$ cat config.mk
export PLATFORM = sky130hd
export DESIGN_NAME = gcd_arbiter_flat
export DESIGN_NICKNAME = d
export VERILOG_FILES = /design/src/rtl/gcd_arbiter_if.sv /design/src/rtl/gcd_arbiter.sv /design/src/flat_wrapper.sv
export SDC_FILE = /design/constraint.sdc
export NUM_CORES = 1
export LEC_CHECK = 0
export BUFFER_PORTS_ARGS = -buffer_cell sky130_fd_sc_hd__buf_2
export CAP_MARGIN = 20
export CELL_PAD_IN_SITES_DETAIL_PLACEMENT = 0
export CELL_PAD_IN_SITES_GLOBAL_PLACEMENT = 1
export CORE_AREA = 2 2 186 188
export CTS_CLUSTER_SIZE = 8
export DETAILED_ROUTE_END_ITERATION = 6
export DIE_AREA = 0 0 188 190
export GPL_TIMING_DRIVEN = 0
export HOLD_SLACK_MARGIN = 0.06
export PLACE_DENSITY_LB_ADDON = 0.1
export SETUP_SLACK_MARGIN = 0.15
export SYNTH_ARGS = -nofsm -noshare
export SYNTH_HDL_FRONTEND = slang
export SYNTH_SLANG_ARGS = --single-unit
$ cat constraint.sdc
create_clock -name clk_i -period 10.6 [get_ports clk_i]
set_input_delay 1.06 -clock clk_i [delete_from_list [all_inputs] [get_ports clk_i]]
set_output_delay 1.06 -clock clk_i [all_outputs]
set_load 0.02 [all_outputs]
$ cat src/rtl/gcd_arbiter_if.sv
// Request/response bundle between GCD clients and the shared gcd_arbiter engine.
// Carries rsp_cycles_o only when GCD_ARBITER_STATS_EN is defined.
interface gcd_arbiter_if #(
    parameter int unsigned XLEN = 32,
    parameter int unsigned NREQ = 4
);
    logic [NREQ-1:0]         req_valid_i;
    logic [NREQ-1:0]         req_ready_o;
    logic [NREQ*XLEN-1:0]    req_a_i;
    logic [NREQ*XLEN-1:0]    req_b_i;
    logic                    rsp_valid_o;
    logic                    rsp_ready_i;
    logic [XLEN-1:0]         rsp_gcd_o;
    logic [$clog2(NREQ)-1:0] rsp_id_o;
    logic                    busy_o;
`ifdef GCD_ARBITER_STATS_EN
    logic [15:0]             rsp_cycles_o;
`endif

    modport slave (
        input  req_valid_i, req_a_i, req_b_i, rsp_ready_i,
`ifdef GCD_ARBITER_STATS_EN
        output rsp_cycles_o,
`endif
        output req_ready_o, rsp_valid_o, rsp_gcd_o, rsp_id_o, busy_o
    );

    modport master (
        output req_valid_i, req_a_i, req_b_i, rsp_ready_i,
`ifdef GCD_ARBITER_STATS_EN
        input  rsp_cycles_o,
`endif
        input  req_ready_o, rsp_valid_o, rsp_gcd_o, rsp_id_o, busy_o
    );
endinterface

$ cat src/rtl/gcd_arbiter.sv
// Round-robin front end sharing one binary (Stein) GCD engine among NREQ requesters.
// Optional CALC-cycle statistics output enabled by defining GCD_ARBITER_STATS_EN.
module gcd_arbiter #(
    parameter int unsigned XLEN = 32,
    parameter int unsigned NREQ = 4
) (
    input logic          clk_i,
    input logic          reset_i,
    gcd_arbiter_if.slave bus
);
    localparam int unsigned IDW = $clog2(NREQ);
    localparam int unsigned KW  = $clog2(XLEN);

    typedef enum logic [1:0] {StIdle, StCalc, StDone} state_e;

    state_e          r_state, w_state_nxt;
    logic [XLEN-1:0] r_a, r_b, r_result;
    logic [XLEN-1:0] w_a_nxt, w_b_nxt, w_result_nxt;
    logic [KW-1:0]   r_k, w_k_nxt;
    logic [IDW-1:0]  r_id, r_rr_ptr, w_id_nxt, w_rr_nxt;
    logic [IDW-1:0]  w_grant, w_idx;
    logic            w_grant_vld;
    logic [NREQ-1:0] w_req_ready;
    logic [XLEN-1:0] w_opa, w_opb;
`ifdef GCD_ARBITER_STATS_EN
    logic [15:0]     r_cycles, w_cycles_nxt;
`endif

    // First valid requester at or after rr_ptr, with wrap-around.
    always_comb begin
        w_grant     = '0;
        w_grant_vld = 1'b0;
        w_idx       = '0;
        for (int i = 0; i < int'(NREQ); i++) begin
            w_idx = IDW'((int'(r_rr_ptr) + i) % int'(NREQ));
            if (!w_grant_vld && bus.req_valid_i[w_idx]) begin
                w_grant_vld = 1'b1;
                w_grant     = w_idx;
            end
        end
    end

    always_comb begin
        w_req_ready = '0;
        if (r_state == StIdle && !reset_i && w_grant_vld) begin
            w_req_ready[w_grant] = 1'b1;
        end
    end

    assign w_opa = bus.req_a_i[int'(w_grant) * int'(XLEN) +: XLEN];
    assign w_opb = bus.req_b_i[int'(w_grant) * int'(XLEN) +: XLEN];

    always_comb begin
        w_state_nxt  = r_state;
        w_a_nxt      = r_a;
        w_b_nxt      = r_b;
        w_k_nxt      = r_k;
        w_result_nxt = r_result;
        w_id_nxt     = r_id;
        w_rr_nxt     = r_rr_ptr;
`ifdef GCD_ARBITER_STATS_EN
        w_cycles_nxt = r_cycles;
`endif
        unique case (r_state)
            StIdle: begin
                if (w_grant_vld) begin
                    w_a_nxt  = w_opa;
                    w_b_nxt  = w_opb;
                    w_k_nxt  = '0;
                    w_id_nxt = w_grant;
                    w_rr_nxt = IDW'((int'(w_grant) + 1) % int'(NREQ));
`ifdef GCD_ARBITER_STATS_EN
                    w_cycles_nxt = '0;
`endif
                    if (w_opa == '0 || w_opb == '0) begin
                        w_result_nxt = w_opa | w_opb;
                        w_state_nxt  = StDone;
                    end else begin
                        w_state_nxt = StCalc;
                    end
                end
            end
            StCalc: begin
`ifdef GCD_ARBITER_STATS_EN
                if (r_cycles != 16'hFFFF) begin
                    w_cycles_nxt = r_cycles + 16'd1;
                end
`endif
                if (!r_a[0] && !r_b[0]) begin
                    w_a_nxt = r_a >> 1;
                    w_b_nxt = r_b >> 1;
                    w_k_nxt = r_k + KW'(1);
                end else if (!r_a[0]) begin
                    w_a_nxt = r_a >> 1;
                end else if (!r_b[0]) begin
                    w_b_nxt = r_b >> 1;
                end else if (r_a == r_b) begin
                    w_result_nxt = r_a << r_k;
                    w_state_nxt  = StDone;
                end else if (r_a > r_b) begin
                    w_a_nxt = r_a - r_b;
                end else begin
                    w_b_nxt = r_b - r_a;
                end
            end
            StDone: begin
                if (bus.rsp_ready_i) begin
                    w_state_nxt = StIdle;
                end
            end
            default: w_state_nxt = StIdle;
        endcase
    end

    always_ff @(posedge clk_i) begin
        if (reset_i) begin
            r_state  <= StIdle;
            r_a      <= '0;
            r_b      <= '0;
            r_k      <= '0;
            r_result <= '0;
            r_id     <= '0;
            r_rr_ptr <= '0;
`ifdef GCD_ARBITER_STATS_EN
            r_cycles <= '0;
`endif
        end else begin
            r_state  <= w_state_nxt;
            r_a      <= w_a_nxt;
            r_b      <= w_b_nxt;
            r_k      <= w_k_nxt;
            r_result <= w_result_nxt;
            r_id     <= w_id_nxt;
            r_rr_ptr <= w_rr_nxt;
`ifdef GCD_ARBITER_STATS_EN
            r_cycles <= w_cycles_nxt;
`endif
        end
    end

    assign bus.req_ready_o = w_req_ready;
    assign bus.rsp_valid_o = (r_state == StDone);
    assign bus.rsp_gcd_o   = r_result;
    assign bus.rsp_id_o    = r_id;
    assign bus.busy_o      = (r_state != StIdle);
`ifdef GCD_ARBITER_STATS_EN
    assign bus.rsp_cycles_o = r_cycles;
`endif
endmodule
$ cat src/flat_wrapper.sv
// flat-port wrapper written by rule: the top's interface ports become plain ports
module gcd_arbiter_flat 
#(
    parameter int unsigned XLEN = 32,
    parameter int unsigned NREQ = 4
)
  (clk_i, reset_i, bus_req_valid_i, bus_req_a_i, bus_req_b_i, bus_rsp_ready_i, bus_req_ready_o, bus_rsp_valid_o, bus_rsp_gcd_o, bus_rsp_id_o, bus_busy_o);
  gcd_arbiter_if #(.XLEN(XLEN), .NREQ(NREQ)) bus_i ();
  input logic clk_i;
  input logic reset_i;
  input wire logic [$bits(bus_i.req_valid_i)-1:0] bus_req_valid_i;
  input wire logic [$bits(bus_i.req_a_i)-1:0] bus_req_a_i;
  input wire logic [$bits(bus_i.req_b_i)-1:0] bus_req_b_i;
  input wire logic [$bits(bus_i.rsp_ready_i)-1:0] bus_rsp_ready_i;
  output wire logic [$bits(bus_i.req_ready_o)-1:0] bus_req_ready_o;
  output wire logic [$bits(bus_i.rsp_valid_o)-1:0] bus_rsp_valid_o;
  output wire logic [$bits(bus_i.rsp_gcd_o)-1:0] bus_rsp_gcd_o;
  output wire logic [$bits(bus_i.rsp_id_o)-1:0] bus_rsp_id_o;
  output wire logic [$bits(bus_i.busy_o)-1:0] bus_busy_o;
  assign bus_i.req_valid_i = bus_req_valid_i;
  assign bus_i.req_a_i = bus_req_a_i;
  assign bus_i.req_b_i = bus_req_b_i;
  assign bus_i.rsp_ready_i = bus_rsp_ready_i;
  assign bus_req_ready_o = bus_i.req_ready_o;
  assign bus_rsp_valid_o = bus_i.rsp_valid_o;
  assign bus_rsp_gcd_o = bus_i.rsp_gcd_o;
  assign bus_rsp_id_o = bus_i.rsp_id_o;
  assign bus_busy_o = bus_i.busy_o;
  gcd_arbiter #(.XLEN(XLEN), .NREQ(NREQ)) u_core (.clk_i(clk_i), .reset_i(reset_i), .bus(bus_i));
endmodule
## Word level (Yosys, flattened, before mapping)

Index checks and enable logic that the tools add are counted.
Widths: inputs -> output; s select.

| word-level totals | value |
|---|---|
| flip-flop bits (word level) | 107 |
| word-level logic and storage cells | 122 |

| cells by class | value |
|---|---|
| multiplexer cells | 51 |
| bitwise logic cells | 1 |
| equal/unequal tests | 17 |
| reductions and logical operators | 27 |
| order comparisons | 7 |
| shifts and indexed selects | 3 |
| add/sub/neg operators | 7 |

Operators with widths:

| kind | number |
|---|---|
| $mux 32 | 18 |
| $shiftx 128x8->32 | 2 |
| $pmux 32 s2 | 3 |
| $logic_not 32->1 | 2 |
| $sub 32x32->32 | 2 |
| $eq 32x32->1 | 1 |
| $gt 32x32->1 | 1 |
| $or 32x32->32 | 1 |
| $shl 32x5->32 | 1 |
| $mux 2 | 11 |
| $ne 4x4->1 const B | 5 |
| $lt 2x3->1 const B | 5 |
| $mux 5 | 2 |
| $ne 2x1->1 const B | 5 |
| $pmux 5 s2 | 1 |
| $reduce_and 5->1 | 2 |
| $mux 1 | 9 |
| $bmux 1 s2 | 4 |
| $logic_and 1x1->1 | 7 |
| $reduce_and 7->1 | 1 |
| $logic_not 1->1 | 6 |
| $ne 2x2->1 const B | 3 |
| $pmux 2 s3 | 1 |
| $reduce_and 3->1 | 2 |
| other kinds (14) | 18 |

## Logic depth before layout (Yosys ltp)

Gate-level depths: netlist of the first run.

| logic depth | value |
|---|---|
| word-level depth | 18 |
| mapped depth | 16 |

## Worst setup path before layout of the first run

No wires, ideal clock.

| timing | value |
|---|---|
| path kind | input to register |
| from | input bus_req_valid_i[2] |
| to | register u_core.r_result[29] (netlist: u_core.bus.rsp_gcd_o[29]) |
| data required time | 10.478 ns |
| setup time | 0.122 ns |
| slack | 6.574 ns |
| stages on the path | 14 |
| buffers on the path | 5 |
| arrival | 3.904 ns |
| path through | nor2b_1 > or4b_1 > buf_2 > buf_2 > buf_6 > and3_1 > o32a_1 > nor4_1 > nand4_1 > o21a_1 > buf_4 > buf_6 > and4_1 > a311o_1 |

| on the way | value |
|---|---|
| word-level cells in the longest chain between the ends | 17 |
| elaborated cells on any way between the ends | 34 |
| classes of those cells | eq/ne (2); shift (2); mux (19); bitwise (1); reduce/logical (10) |

RTL lines:

| element | RTL line | text |
|---|---|---|
| start: declaration | flat_wrapper.sv:11 | `input wire logic [$bits(bus_i.req_valid_i)-1:0] bus_req_valid_i;` |
| $bmux 1 s2 | gcd_arbiter.sv:36 | `if (!w_grant_vld && bus.req_valid_i[w_idx]) begin` |
| $mux 1 (not written as such) | gcd_arbiter.sv:36 |  |
| $mux 1 | gcd_arbiter.sv:36 |  |
| $logic_not 1->1 | gcd_arbiter.sv:36 |  |
| $logic_and 1x1->1 | gcd_arbiter.sv:36 |  |
| $mux 1 | gcd_arbiter.sv:36 |  |
| $logic_not 1->1 | gcd_arbiter.sv:36 |  |
| $logic_and 1x1->1 | gcd_arbiter.sv:36 |  |
| $mux 1 | gcd_arbiter.sv:36 |  |
| $logic_not 1->1 | gcd_arbiter.sv:36 |  |
| $logic_and 1x1->1 | gcd_arbiter.sv:36 |  |
| $mux 2 | gcd_arbiter.sv:36 |  |
| $shiftx 128x8->32 (on tied branches) | gcd_arbiter.sv:50, gcd_arbiter.sv:51 |  |
| $logic_not 32->1 / $or 32x32->32 (equally long branches) | gcd_arbiter.sv:75, gcd_arbiter.sv:76 |  |
| $logic_or 1x1->1 / $mux 32 (equally long branches) | gcd_arbiter.sv:75 | `if (w_opa == '0 \|\| w_opb == '0) begin` |
| $ne 2x2->1 (no line) / $mux 32 (equally long branches) | n/a |  |
| $reduce_and 7->1 (no line) / $pmux 32 s2 (equally long branches) | n/a |  |
| end signal: assignment | gcd_arbiter.sv:132 | `r_result <= w_result_nxt;` |
| end: declaration | gcd_arbiter.sv:17 | `logic [XLEN-1:0] r_a, r_b, r_result;` |

Parallel ways exist; a longest one is shown, timed or not. The select of a mux whose other input is x is not followed.
A chain may end at the register's enable or synchronous reset.

## Final worst setup path of the first run

| timing | value |
|---|---|
| from | input bus_req_valid_i[2] |
| to | register u_core.r_result[27] (netlist: u_core.bus.rsp_gcd_o[27]) |

Same word-level chain as after synthesis.

==> impl_metrics.yaml, run 1 <==
placement:
  dpl_cell_area_um2: 16800
  hpwl_um: 66900
  gp_congestion: 1.08
  dp_slack_ps: 4540
  port_buffers: 302
status:
  status: "complete, no violations"
clocking:
  path_clk_slew_ps: 80
  clk_latency_ps: 380
  htree_num_levels: 3
  post_cts_buffers: 0
  clockRootBuffer: "clkbuf_16"
  clk_path_buf_depth: 2
  cts_sinks: 107
  cts.repair.resized: 0
  cts_tree: "built"
  cts_buffers: 9
  hold_buffers: 0
detailed_routing:
  drt-initial-drc-count: 2597
  drtAntennaViolNets: 0
  num_vias: 19606
  dr.pass1.iters: 6
  routed_wirelength_um: 81600
  viasPerCell: 6.92
  drc: 0
  avgRoutedWirePerCell_um: 28.8
synthesis:
  ys_seq_area_share_pct: 14.6
  synth_area_leaders: "dfxtp_1 (15%), ha_1 (5.9%), a221oi_1 (5.4%)"
  async_reset_ff_share_pct: 0
  ys_warn_count: 0
  synth_top_cell_by_area: "dfxtp_1"
  synth_area_per_cell_um2: 7.12
  syn-num-nets: 2392
  synth_top_area_share_pct: 14.6
  ys_types: 73
  ys_ff_latch: 107
  netlist_instances: 2058
  syn-cell-area_um2: 14700
  synthFlopType: "dfxtp_1"
  synth_edf_count: 0
global_routing:
  grt_first_pass_wirelength_um: 118000
  grt_pass1_vias: 18106
  grt.overflow.total: 0
  grt_start_max_net_pins: 19
  grtUsageTotal_pct: 44.0
  antenna_found_initial: 2
sta:
  slew_headroom_pct: 20.5
  fin_crit_ps: 5970
  hold_viol_final: 0
  fin_ws_ps: 4630
  setup_tns_ps: 0
  fin_skew_ps: 11.5
  worst_hold_slack_ps: 461
  finalMaxSlewViolations: 0
  period_share_pct: 56.4
  fmaxAchievable_mhz: 167
  finalSetupViolations: 0
  rsz0062_at_grt: "no"
  worst_slew_pin_slew_ps: 1160
finish:
  syn_to_final_growth_pct: 16.4
  final_area_um2: 17100
  drive_gt1_share_pct: 16.9
  layout.nets: 2708
floorplan:
  die_w_um: 188
  rows: 68
  core_area_um2: 33900
  die_area_um2: 35700
  die_h_um: 190
  start_util_pct: 43.2
  io_pins: 303
critical_path:
  arrival_ps: 6290
  path_max_fanout: 10
  worstSetupStartpointType: "primary input"
  critPathCaptureType: "flop"
  cp.required_ps: 10920
  crit_type: "in2reg"
power_and_ir_drop:
  power.leakage_uw: 0.00678
  p_per_area_nw_per_um2: 347
  pwr-share-clk_pct: 5.8
  combinationalPowerShare_pct: 80.4
  p_int_uw: 2360
  switchingPower_uw: 3560
  pwr-share-seq_pct: 13.8
  switching_share_pct: 60.2
  irDropWorstVdd_mv: 0.304
flow_run:
  maxCapViolations: 0
min_path:
  hold_path_class: "reg2reg"
power by group through the flow:
stage | Clock (uW) | Combinational, uW | Sequential, uW
detailed placement | 0 | 4570 | 811
global route | 360 | 5050 | 832
global placement | 0 | 4550 | 803
finish | 343 | 4760 | 817
floorplan | 0 | 3050 | 767
CTS | 341 | 4590 | 802
per-stage QoR:
| stage | utilization (%) | power (uW) | cells |
|---|---|---|---|
| 6_report | 50.3 | 5920 | 2835 |
| 5_1_grt | 50.3 | 6240 | 2834 |
| 4_1_cts | 50.2 | 5740 | 2833 |
| 3_5_place_dp | 49.4 | 5390 | 2817 |
| 3_3_place_gp | 49.3 | 5350 | 2815 |
| 2_1_floorplan | - | 3820 | 2058 |
worst max-delay path, cell delays in order:
cell and delay [ps]:
buf_2 160, nor2b_1 320, or4_1 220, buf_2 210
buf_6 150, clkbuf_1 600, a21boi_0 360, o32ai_1 1040
and4_1 310, nand4_1 140, o21a_1 270, buf_4 200
a2111oi_0 1020, a311o_1 220
sequential cells by signal (all words and copies together) (netlist names):
register	cells
u_core.bus.rsp_gcd_o	32
u_core.bus.rsp_id_o	2
u_core.r_a	32
u_core.r_b	32
u_core.r_k	5
u_core.r_rr_ptr	2
u_core.r_state	2
layout by cell type (no fill, tap or decap), types with 62 or more instances in the layout:
cell      synthesis  layout
dfxtp_1         107     107
inv_1            92      92
nand2_1         170     170
clkbuf_1        165     165
a21oi_1         120     120
buf_2            30     332
nand3_1         125     125
o21ai_0         145     145
a221oi_1         91      91
nor2_1          121     121
nor3b_1          62      62
nor4_1           80      79
a211oi_1         63      63
ha_1             69      69
cells in the mapped netlist (all sizes together), types with 11 or more instances:
cell       n
nand2    170
nand3    125
a311o     15
o21bai    17
a21boi    17
a221oi    91
nor3b     62
nor2     121
buf       62
a31oi     12
o21ai    148
nor4      81
xor2      19
ha        69
and3      39
nor3      32
a211oi    63
nor2b     12
clkbuf   165
a21oi    120
a222oi    24
nand4     22
a21o      46
inv       92
dfxtp    107
mux2i     14
and2      22
a2111oi   11
a221o     14
a32oi     48
and4      18
xnor2     32
o21a      11
mux4      30
o211ai    12
final cells by class:
type | count | area, um2
clock buffers | 10 | 239
flip-flops and latches | 107 | 2140
multi-input cells | 1628 | 11200
diodes | 1 | 2.50
well taps | 455 | 569
clock inverters | 6 | 47.5
repair buffers | 305 | 1540
inverters | 96 | 360
plain buffers | 227 | 923
fillers | 3552 | 16900
metal layers:
metal | routed length (um) | up-vias | global-route usage [%]
met5 | 26 | - | 0
met1 | 30600 | 9324 | 53.7
met3 | 8350 | 288 | 8.34
li1 | - | 8582 | -
met2 | 36800 | 1408 | 71.9
met4 | 5810 | 4 | 27.0
cell families after synthesis:
logic type	share of synthesized area, %
multiplexers	6.26
AO/OA/AOI/OAI	35.3
buffers and inverters	8.76
flip-flops	14.6
AND/OR/NAND/NOR	25.9
XOR/XNOR	3.05
adder cells (fa/ha/maj)	6.16
path summary, 6_finish.rpt:
path | from | endpoint | slack [ps] | cells after the start
max | bus_req_valid_i[2] | u_core.bus.rsp_gcd_o[27] | 4630 | 14
min | u_core.bus.rsp_gcd_o[17] | u_core.bus.rsp_gcd_o[17] | 460 | 2
max reg2reg | u_core.r_rr_ptr[0] | u_core.bus.rsp_gcd_o[27] | 5160 | 13
min reg2reg | u_core.bus.rsp_gcd_o[17] | u_core.bus.rsp_gcd_o[17] | 460 | 2
(Power assumes the default switching activity.)
==> run 2, diff against run 1 <==
--- a/config.mk
+++ b/config.mk
@@ -5,14 +5,15 @@
 export SDC_FILE = /design/constraint.sdc
 export NUM_CORES = 1
 export LEC_CHECK = 0
+export ABC_AREA = 1
 export BUFFER_PORTS_ARGS = -buffer_cell sky130_fd_sc_hd__buf_2
 export CAP_MARGIN = 20
 export CELL_PAD_IN_SITES_DETAIL_PLACEMENT = 0
 export CELL_PAD_IN_SITES_GLOBAL_PLACEMENT = 1
-export CORE_AREA = 2 2 186 188
+export CORE_AREA = 2 2 191 193
 export CTS_CLUSTER_SIZE = 8
 export DETAILED_ROUTE_END_ITERATION = 6
-export DIE_AREA = 0 0 188 190
+export DIE_AREA = 0 0 193 195
 export GPL_TIMING_DRIVEN = 0
 export HOLD_SLACK_MARGIN = 0.06
 export PLACE_DENSITY_LB_ADDON = 0.1
==> constraint.sdc (replaced) <==
create_clock -name clk_i -period 5.6 [get_ports clk_i]
set_input_delay 0.56 -clock clk_i [delete_from_list [all_inputs] [get_ports clk_i]]
set_output_delay 0.56 -clock clk_i [all_outputs]
set_load 0.02 [all_outputs]
==> impl_metrics.yaml, run 2 <==
global_routing:
  grt.overflow.total: 0
  grt_pass1_vias: 17582
  antenna_found_initial: 2
  met1_usage_pct: 48.9
  grtUsageTotal_pct: 39.7
  grt_use_met3_pct: 6.15
  grt_start_max_net_pins: 21
  grt_first_pass_wirelength_um: 110000
  grtUsageMet2_pct: 65.1
  busiest_layer: "met2"
clocking:
  hold_buffers: 0
  cts_tree: "built"
  cts_sinks: 107
  post_cts_buffers: 0
  clk_latency_ps: 380
  cts_buffers: 9
  clockRootBuffer: "clkbuf_16"
  clk_path_buf_depth: 2
  htree_num_levels: 3
  path_clk_slew_ps: 90
  cts.repair.resized: 0
synthesis:
  synth_top_area_share_pct: 17.2
  synth_top_cell_by_area: "nand2_1"
  synth_edf_count: 0
  ys_ff_latch: 107
  netlist_top_cells_count: "nand2_1 (610), inv_1 (227), nor2_1 (220)"
  ys_warn_count: 0
  synthFlopType: "dfxtp_1"
  ys_seq_area_share_pct: 16.1
  synth_most_common_cell: "nand2_1"
  synth_area_leaders: "nand2_1 (17%), dfxtp_1 (16%), nand3_1 (7.9%)"
  netlist_instances: 2353
  synth_area_per_cell_um2: 5.65
  syn-cell-area_um2: 13300
  async_reset_ff_share_pct: 0
  ys_types: 49
  syn-num-nets: 2687
detailed_routing:
  dr.pass1.iters: 5
  routed_wirelength_um: 75500
  num_vias: 17986
  viasPerCell: 5.74
  drt-initial-drc-count: 1622
  avgRoutedWirePerCell_um: 24.1
  drc: 0
  drtAntennaViolNets: 0
finish:
  layout.nets: 3000
  final_area_um2: 15700
  final_cells: 3134
  syn_to_final_growth_pct: 18.2
  seq_area_um2: 2140
  final_cell_mix: "nand2_1 (610), buf_2 (327), inv_1 (227)"
  final_core_util_pct: 44.4
  drive_gt1_share_pct: 14.6
  fillCellCount: 4080
  multiInputGateArea_um2: 9560
  final_common_cell: "nand2_1"
status:
  status: "complete, no violations"
floorplan:
  start_util_pct: 37.5
  io_pins: 303
  core_area_um2: 35400
  rows: 69
  die_w_um: 193
  die_h_um: 195
  die_area_um2: 37600
critical_path:
  worst_path_largest_cell_delay_ps: 480
  critPathBufInv: 7
  critPathTopFamily: "simple AND/OR/NAND/NOR gates"
  worstSetupStartpointType: "flop"
  path_cells: "inv_1, ha_1, clkbuf_1, nand2_1, nor2_1, inv_1, nor2_1, inv_1, nor2_1, inv_1, nor4_1, o21ai_1, nand2_1, inv_2, clkbuf_1, o21ai_0, a31oi_1"
  path_max_fanout: 10
  crit_type: "reg2reg"
  arrival_ps: 4680
  rr_startpoint: "u_core.r_b[24]"
  slowest_stage: "nor4_1"
  critPathCaptureType: "flop"
  startpoint: "u_core.r_b[24]"
  cp.required_ps: 5850
  cpMostUsedCell: "inv_1"
sta:
  slew_headroom_pct: 32.6
  finalSetupViolations: 0
  period_share_pct: 79.0
  fin_crit_ps: 4430
  fin_skew_ps: 13.6
  rsz0062_at_grt: "no"
  setup_tns_ps: 0
  finalMaxSlewViolations: 0
  worst_slew_pin_slew_ps: 1010
  hold_viol_final: 0
  fmaxAchievable_mhz: 226
min_path:
  hold_path_class: "reg2reg"
  min-delay-start: "u_core.bus.rsp_gcd_o[10]"
placement:
  port_buffers: 302
  hpwl_um: 64200
  dp.cells: 3116
  dpl_cell_area_um2: 15400
  gp_congestion: 1.03
flow_run:
  maxCapViolations: 0
[run 2: cell count changes in the layout (fill, tap and decap cells not counted), moves of 75 or more]
cell	change
nor4_1	-75
a221oi_1	-87
nand3_1	+86
nand2_1	+440
nor2_1	+99
inv_1	+135
[run 2: per-layer routing]
| metal | routed length, um | part of all wire (%) | vias to the layer above |
|---|---|---|---|
| met3 | 5710 | 7.6 | 210 |
| met2 | 34200 | 45 | 921 |
| met1 | 30500 | 40 | 8346 |
| met5 | 0 | 0 | - |
| met4 | 5030 | 6.7 | 0 |
| li1 | - | - | 8509 |
[run 2: cell type report]
cell class	instances	area share, %
clock inverters	7	0.598
clock buffers	9	1.43
flip-flops and latches	107	13.6
diodes	2	0.0319
inverters	238	5.71
multi-input cells	1857	60.9
plain buffers	151	4.38
well taps	461	3.67
repair buffers	302	9.63
[run 2: worst reg2reg max path: cells and delay by family (launching register included)]
family / cells / cell delay (ps)
buffers and inverters: 7 / 1180
AOI/OAI and AO/OA: 3 / 530
adders and majority gates: 1 / 270
DFF: 1 / 380
and+or+nand+nor: 6 / 1950
[run 2: cell families (layout without fill, tap and decap cells)]
kind of cell / Yosys count / count (layout) / synth area share (%)
AO/OA/AOI/OAI: 567 / 567 / 24.0
XOR/XNOR: 37 / 37 / 2.44
adder cells (fa/ha/maj): 71 / 71 / 6.80
buffers and inverters: 389 / 707 / 11.9
flip-flops: 107 / 107 / 16.1
multiplexers: 26 / 26 / 1.96
other: 0 / 2 / 0
AND/OR/NAND/NOR: 1156 / 1156 / 36.8
[run 2: final timing paths]
kind,depth (start not counted),slack (ps),endpoint
worst max-delay path,17,1170,u_core.r_b[7]
worst min-delay path,2,490,u_core.bus.rsp_gcd_o[10]
worst max register to register,17,1170,u_core.r_b[7]
worst min register to register,2,490,u_core.bus.rsp_gcd_o[10]
[run 2: stage by stage]
| step | hold slack (ps) | setup WS, ps |
|---|---|---|
| after detailed placement | 467 | 1360 |
| after global routing | 515 | 995 |
| final | 488 | 1170 |
| after floorplan | 481 | 2720 |
| after global placement | 463 | 1380 |
| after CTS | 493 | 1300 |
Power of run 2 is left out: the tool's default activity adds up to more than one toggle a clock period on the data nets, which glitch-free logic cannot reach.
